===== config.mk =====
export PLATFORM = sky130hd
export DESIGN_NAME = seq_tx
export DESIGN_NICKNAME = d
export VERILOG_FILES = /design/src/rtl/seq_tx.sv
export SDC_FILE = /design/constraint.sdc
export NUM_CORES = 1
export LEC_CHECK = 0
export CORE_UTILIZATION = 45
export DETAILED_ROUTE_END_ITERATION = 7
export DONT_BUFFER_PORTS = 1
export PLACE_DENSITY = 0.58
export SETUP_SLACK_MARGIN = 0.4
export SLEW_MARGIN = 20
export SYNTH_ARGS = -nofsm -noshare
export SYNTH_HDL_FRONTEND = slang
export SYNTH_SLANG_ARGS = --single-unit
export TNS_END_PERCENT = 20

===== constraint.sdc =====
create_clock -name clk -period 2.5 [get_ports clk]
set_input_delay 0.75 -clock clk [delete_from_list [all_inputs] [get_ports clk]]
set_output_delay 0.75 -clock clk [all_outputs]
set_load 0.05 [all_outputs]

===== src/rtl/seq_tx.sv =====
// seq_tx: serialises an LSB-aligned pattern MSB-first, then idles for GAP cycles.
// Define SEQ_TX_PARITY_EN to append an even-parity bit (state PAR) after the data bits.
module seq_tx #(
    parameter int W   = 8,
    parameter int GAP = 2
) (
    input  logic                 clk,
    input  logic                 rst,
    input  logic                 in_valid,
    output logic                 in_ready,
    input  logic [W-1:0]         data,
    input  logic [$clog2(W):0]   len,
    input  logic                 abort,
    output logic                 x,
    output logic                 x_vld,
    output logic                 done,
    output logic                 busy
);

    localparam int CW = $clog2(W) + 1;
    localparam int IW = $clog2(W);
    localparam int GW = $clog2(GAP + 1);

`ifdef SEQ_TX_PARITY_EN
    typedef enum logic [1:0] {ST_IDLE, ST_SHIFT, ST_GAP, ST_PAR} state_t;
`else
    typedef enum logic [1:0] {ST_IDLE, ST_SHIFT, ST_GAP} state_t;
`endif

    state_t          state, state_n;
    logic [W-1:0]    sr, sr_n;
    logic [CW-1:0]   cnt, cnt_n, len_c;
    logic [GW-1:0]   gcnt, gcnt_n;
    logic            x_n, x_vld_n, done_n;
`ifdef SEQ_TX_PARITY_EN
    logic            par, par_n;
`endif

    assign in_ready = (state == ST_IDLE);
    assign busy     = (state != ST_IDLE);

    always_comb begin
        state_n = state;
        sr_n    = sr;
        cnt_n   = cnt;
        gcnt_n  = gcnt;
        x_n     = 1'b0;
        x_vld_n = 1'b0;
        done_n  = 1'b0;
`ifdef SEQ_TX_PARITY_EN
        par_n   = par;
`endif
        len_c   = (len > CW'(W)) ? CW'(W) : len;

        case (state)
            ST_IDLE: begin
                if (in_valid && !abort) begin
                    sr_n = data;
                    if (len_c == '0) begin
                        // Zero-length frame goes straight to the gap.
                        state_n = ST_GAP;
                        done_n  = 1'b1;
                        gcnt_n  = GW'(GAP - 1);
                        cnt_n   = '0;
                    end else begin
                        state_n = ST_SHIFT;
                        x_n     = data[IW'(len_c - 1'b1)];
                        x_vld_n = 1'b1;
                        cnt_n   = len_c - 1'b1;
`ifdef SEQ_TX_PARITY_EN
                        par_n   = data[IW'(len_c - 1'b1)];
`endif
                    end
                end
            end
            ST_SHIFT: begin
                if (abort) begin
                    state_n = ST_IDLE;
                    cnt_n   = '0;
                end else if (cnt != '0) begin
                    x_n     = sr[IW'(cnt - 1'b1)];
                    x_vld_n = 1'b1;
                    cnt_n   = cnt - 1'b1;
`ifdef SEQ_TX_PARITY_EN
                    par_n   = par ^ sr[IW'(cnt - 1'b1)];
`endif
                end else begin
`ifdef SEQ_TX_PARITY_EN
                    state_n = ST_PAR;
                    x_n     = par;
                    x_vld_n = 1'b1;
`else
                    state_n = ST_GAP;
                    done_n  = 1'b1;
                    gcnt_n  = GW'(GAP - 1);
`endif
                end
            end
`ifdef SEQ_TX_PARITY_EN
            ST_PAR: begin
                if (abort) begin
                    state_n = ST_IDLE;
                end else begin
                    state_n = ST_GAP;
                    done_n  = 1'b1;
                    gcnt_n  = GW'(GAP - 1);
                end
            end
`endif
            ST_GAP: begin
                if (gcnt == '0) state_n = ST_IDLE;
                else            gcnt_n  = gcnt - 1'b1;
            end
            default: state_n = ST_IDLE;
        endcase
    end

    always_ff @(posedge clk) begin
        if (rst) begin
            state <= ST_IDLE;
            sr    <= '0;
            cnt   <= '0;
            gcnt  <= '0;
            x     <= 1'b0;
            x_vld <= 1'b0;
            done  <= 1'b0;
`ifdef SEQ_TX_PARITY_EN
            par   <= 1'b0;
`endif
        end else begin
            state <= state_n;
            sr    <= sr_n;
            cnt   <= cnt_n;
            gcnt  <= gcnt_n;
            x     <= x_n;
            x_vld <= x_vld_n;
            done  <= done_n;
`ifdef SEQ_TX_PARITY_EN
            par   <= par_n;
`endif
        end
    end

endmodule


==> run summary <==
The repair_antennas step left the layout with diodes totalling 0. By count the netlist is led by 19 x sky130_fd_sc_hd__dfxtp_1, 18 x sky130_fd_sc_hd__nand2_1, 12 x sky130_fd_sc_hd__a21oi_1, 10 x sky130_fd_sc_hd__inv_1, 8 x sky130_fd_sc_hd__nor2_1. The tightest hold path in the finished design has a slack of 0.4550 ns.

Wires add up to 2.185 mm. The run gives 0 as the number of hold buffers added after CTS. The share of synthesized registers carrying an async set or reset was 0%; the global-route total usage across every layer was 19.83%. For the number of distinct standard cells referenced by the synthesized netlist, the log shows 37. Static timing analysis puts the maximum clock frequency at 487.5 MHz. Setup repair after global routing could not meet its margin everywhere. Once detail routing completed, the nets flagged for antenna violations numbered 0. Entering global routing, the biggest net connects 20 pins. Deepest level of the CTS H-tree: 1. The end point of the worst hold path was sr[3].

The fraction of layout instances using a drive strength above 1 came out at 16.67%. The tools report the initial core utilization as 47.62%. The count of cells along the worst register-to-register path is 5. Post-CTS repair changed the size of 2 cells. In the routed design, unresolved DRC markers number 0. The clock root buffer was sky130_fd_sc_hd__clkbuf_4.

Post-synthesis register bit count: 19. For this run, the number of standard cells in the final layout without fillers is 148. STA classifies the critical path endpoint as an output pin.

Once the clock tree was built, the setup fixing pass inserted 0 buffers. The run gives 0.30 ns as the clock latency at the later pin of the worst-skew pair. By instance count, the leading cell after synthesis is sky130_fd_sc_hd__dfxtp_1. TritonCTS built the clock tree.

The logs give 4 for the detailed-router iteration count before antenna repair and 0 for the max-capacitance violation count. The share of Yosys cell area claimed by the top area cell type is 36.10%, and the required time reported for the critical path endpoint is 1.75 ns. In this run the static leakage power is 0.4126 nW. Dividing the detail-routed via count by the number of cells gives 5.608. Of all nets on the critical path, the largest fanout is 6.

For this design, the sink count on the clock tree is 19. The buffer levels on the longest clock path is 2, and the total count of max-transition violations in the final report is 0. The placer's final routability congestion estimate is 0.7957, and the count of pins on the block boundary is 21. The cell count after synthesis came out at 122. Internal power comes to 0.4459 mW. The critical path in this run is classified as flip-flop to output pin. Dividing the synthesized area by the synthesized cell count gives 8.635 um2. Among all flip-flop cells after synthesis, the most frequent one is sky130_fd_sc_hd__dfxtp_1. The first element of the critical path is state[0]. Compared with the post-synthesis result, the final layout area differs by 5.464%. After detailed routing, the average wire length per cell comes to 14.76 um.

The largest total area in the synthesized netlist belongs to sky130_fd_sc_hd__dfxtp_1. The floorplan step set the die height to 50.39 um. The clock network is responsible for 24.8% of the overall power. In this run the tool buffered the top-level ports with 0 buffer cells. Of the total power, the share spent switching nets is 29.03%.

The final critical delay including setup and external delays is 2.051 ns, and the half-perimeter wire length after detailed placement is 1.707 mm. The die covers 2539 um2. The worst-case IR drop observed on VDD is 277.2 uV. For the number of global-route vias before repair, the log shows 828.

Power comes to 0.6283 mW. After floorplanning, the core was sized to cover 2212 um2. Of the total power, registers draw 54.0%. The floorplan step set the die width to 50.39 um. Along the worst hold path, the cell count comes to 2. The worst pin sits at a relative slew slack of 66.36%. Across all register-to-register paths, the minimum setup slack is 0.55 ns. Startpoint type of the worst setup path: a flip-flop. The logs give 1.30 ns for the data arrival time of the critical path and 141 for the final-stage net count. The tools report the global-route wire length before repair as 3.594 mm. Yosys attributes the largest share of cell area to sky130_fd_sc_hd__dfxtp_1 36%, sky130_fd_sc_hd__mux4_2 8.6%, sky130_fd_sc_hd__nand2_1 6.4%, sky130_fd_sc_hd__a21oi_1 5.7%, sky130_fd_sc_hd__ha_1 4.8%. The number of buffers created by CTS is 3, and the area used by multi-input combinational logic is 621.8 um2.

Setup violations remaining at the end of the flow were counted as 0. The run finished with clean final reports. The placed instance count was 144; the clock-pin transition on the worst setup and hold timing paths was 0.10 ns. Clock skew on the completed layout was measured at 0.009177 ns. The tightest min-delay check is of the flip-flop to flip-flop type.

The run gives 0 as the initial antenna violation count. The sequential fraction of the synthesis area came out at 36.10%. Yosys mapped a number of flops with a built-in enable equal to 0.

Global routing finished with a remaining overflow of 0. The beginning of the worst register-to-register path was cnt[0]. The filler cells instantiated in the layout total 241. Worst-margin pin slew: 0.5035 ns. Of the available clock period, the critical path in the final layout requires 82.05%.

In the final timing run, aggregate negative setup slack is 0 ns. In this run, the number of DRC markers left after iteration 0 of detailed routing was 19. The Yosys step of the flow raised 0 warnings. In this run the power density over the cells is 565.5 nW/um2. The net count of the mapped netlist is 142, and the mapped cell area is 1054 um2.

The worst hold path begins at sr[3]. The terminus of the critical flop-to-flop path is x. The hold violation count in the final report is 0. Combinational logic is responsible for 21.2% of the overall power.

Summed over all nets, the switching power comes to 0.1824 mW. The sequential cells in the finished layout cover a total of 382.9 um2. The number of rows in the core area was 17; the routed via count was 830.
## layer usage
layer / part of all wire (%) / track usage, %
met2: 49 / 32.89
met4: 1.8 / 10.19
met1: 45 / 22.86
met5: 0 / 0
met3: 4.6 / 6.061
## cell families (layout without fill, tap and decap cells)
group / after synthesis / in the layout / synth area share [%]
multiplexers: 6 / 6 / 10.57
XOR/XNOR: 2 / 2 / 1.663
AND/OR/NAND/NOR: 49 / 49 / 24.47
flip-flops: 19 / 19 / 36.10
adder cells (fa/ha/maj): 4 / 4 / 4.751
buffers and inverters: 17 / 15 / 7.720
AO/OA/AOI/OAI: 25 / 25 / 14.73
## area by class of cell
class | instances | area share, %
Sequential cell | 19 | 34.46
Timing Repair Buffer | 1 | 0.6757
Inverter | 10 | 3.378
Tap cell | 28 | 3.153
Multi-Input combinational cell | 86 | 55.97
Clock buffer | 4 | 2.365
## how the worst max path moves through the flow
stage / to / depth (start not counted)
floorplan: x / 6
global placement: x / 6
detailed placement: gcnt[1] / 7
CTS: in_ready / 3
global route: in_ready / 3
finish: in_ready / 3
## power groups by stage
stage | combinational, mW | sequential [mW] | clock [mW]
2_1_floorplan | 0.121 | 0.341 | 0
3_3_place_gp | 0.130 | 0.345 | 0
3_5_place_dp | 0.132 | 0.346 | 0
4_1_cts | 0.134 | 0.339 | 0.163
5_1_grt | 0.149 | 0.342 | 0.173
6_report | 0.133 | 0.339 | 0.156
## sequential cells by signal (all words and copies together), names as in the netlist
signal and cells:
x_vld 1, x 1, done 1, gcnt 2, state 2, sr 8
cnt 4
## stage by stage
step / instance area [um2] / utilization, % / setup slack (ns)
after global placement: 1080 / 48.81 / 0.2950
after detailed placement: 1080 / 48.81 / 0.2864
after floorplan: 1081 / - / 0.3573
after CTS: 1110 / 50.17 / 0.4367
final: 1111 / 50.23 / 0.4488
after global routing: 1111 / 50.23 / 0.3915
## cell usage in the layout (no fill, tap or decap), types with 2 or more instances in the layout
master / instances
sky130_fd_sc_hd__nor3_1: 6
sky130_fd_sc_hd__nor2_1: 8
sky130_fd_sc_hd__or3b_1: 2
sky130_fd_sc_hd__clkbuf_4: 3
sky130_fd_sc_hd__ha_1: 3
sky130_fd_sc_hd__inv_1: 10
sky130_fd_sc_hd__nand2_1: 18
sky130_fd_sc_hd__dfxtp_1: 17
sky130_fd_sc_hd__a21oi_1: 12
sky130_fd_sc_hd__xnor2_1: 2
sky130_fd_sc_hd__nand2b_4: 2
sky130_fd_sc_hd__mux4_2: 4
sky130_fd_sc_hd__o21ai_0: 2
sky130_fd_sc_hd__a211oi_1: 2
sky130_fd_sc_hd__o22ai_1: 3
sky130_fd_sc_hd__nor2b_1: 2
sky130_fd_sc_hd__dfxtp_2: 2
## critical path: stages, from the launching register on
cell                      delay [ns]
sky130_fd_sc_hd__dfxtp_1        0.37
sky130_fd_sc_hd__or2_4          0.35
sky130_fd_sc_hd__inv_1          0.09
sky130_fd_sc_hd__buf_4          0.19
(Power assumes the default switching activity.)
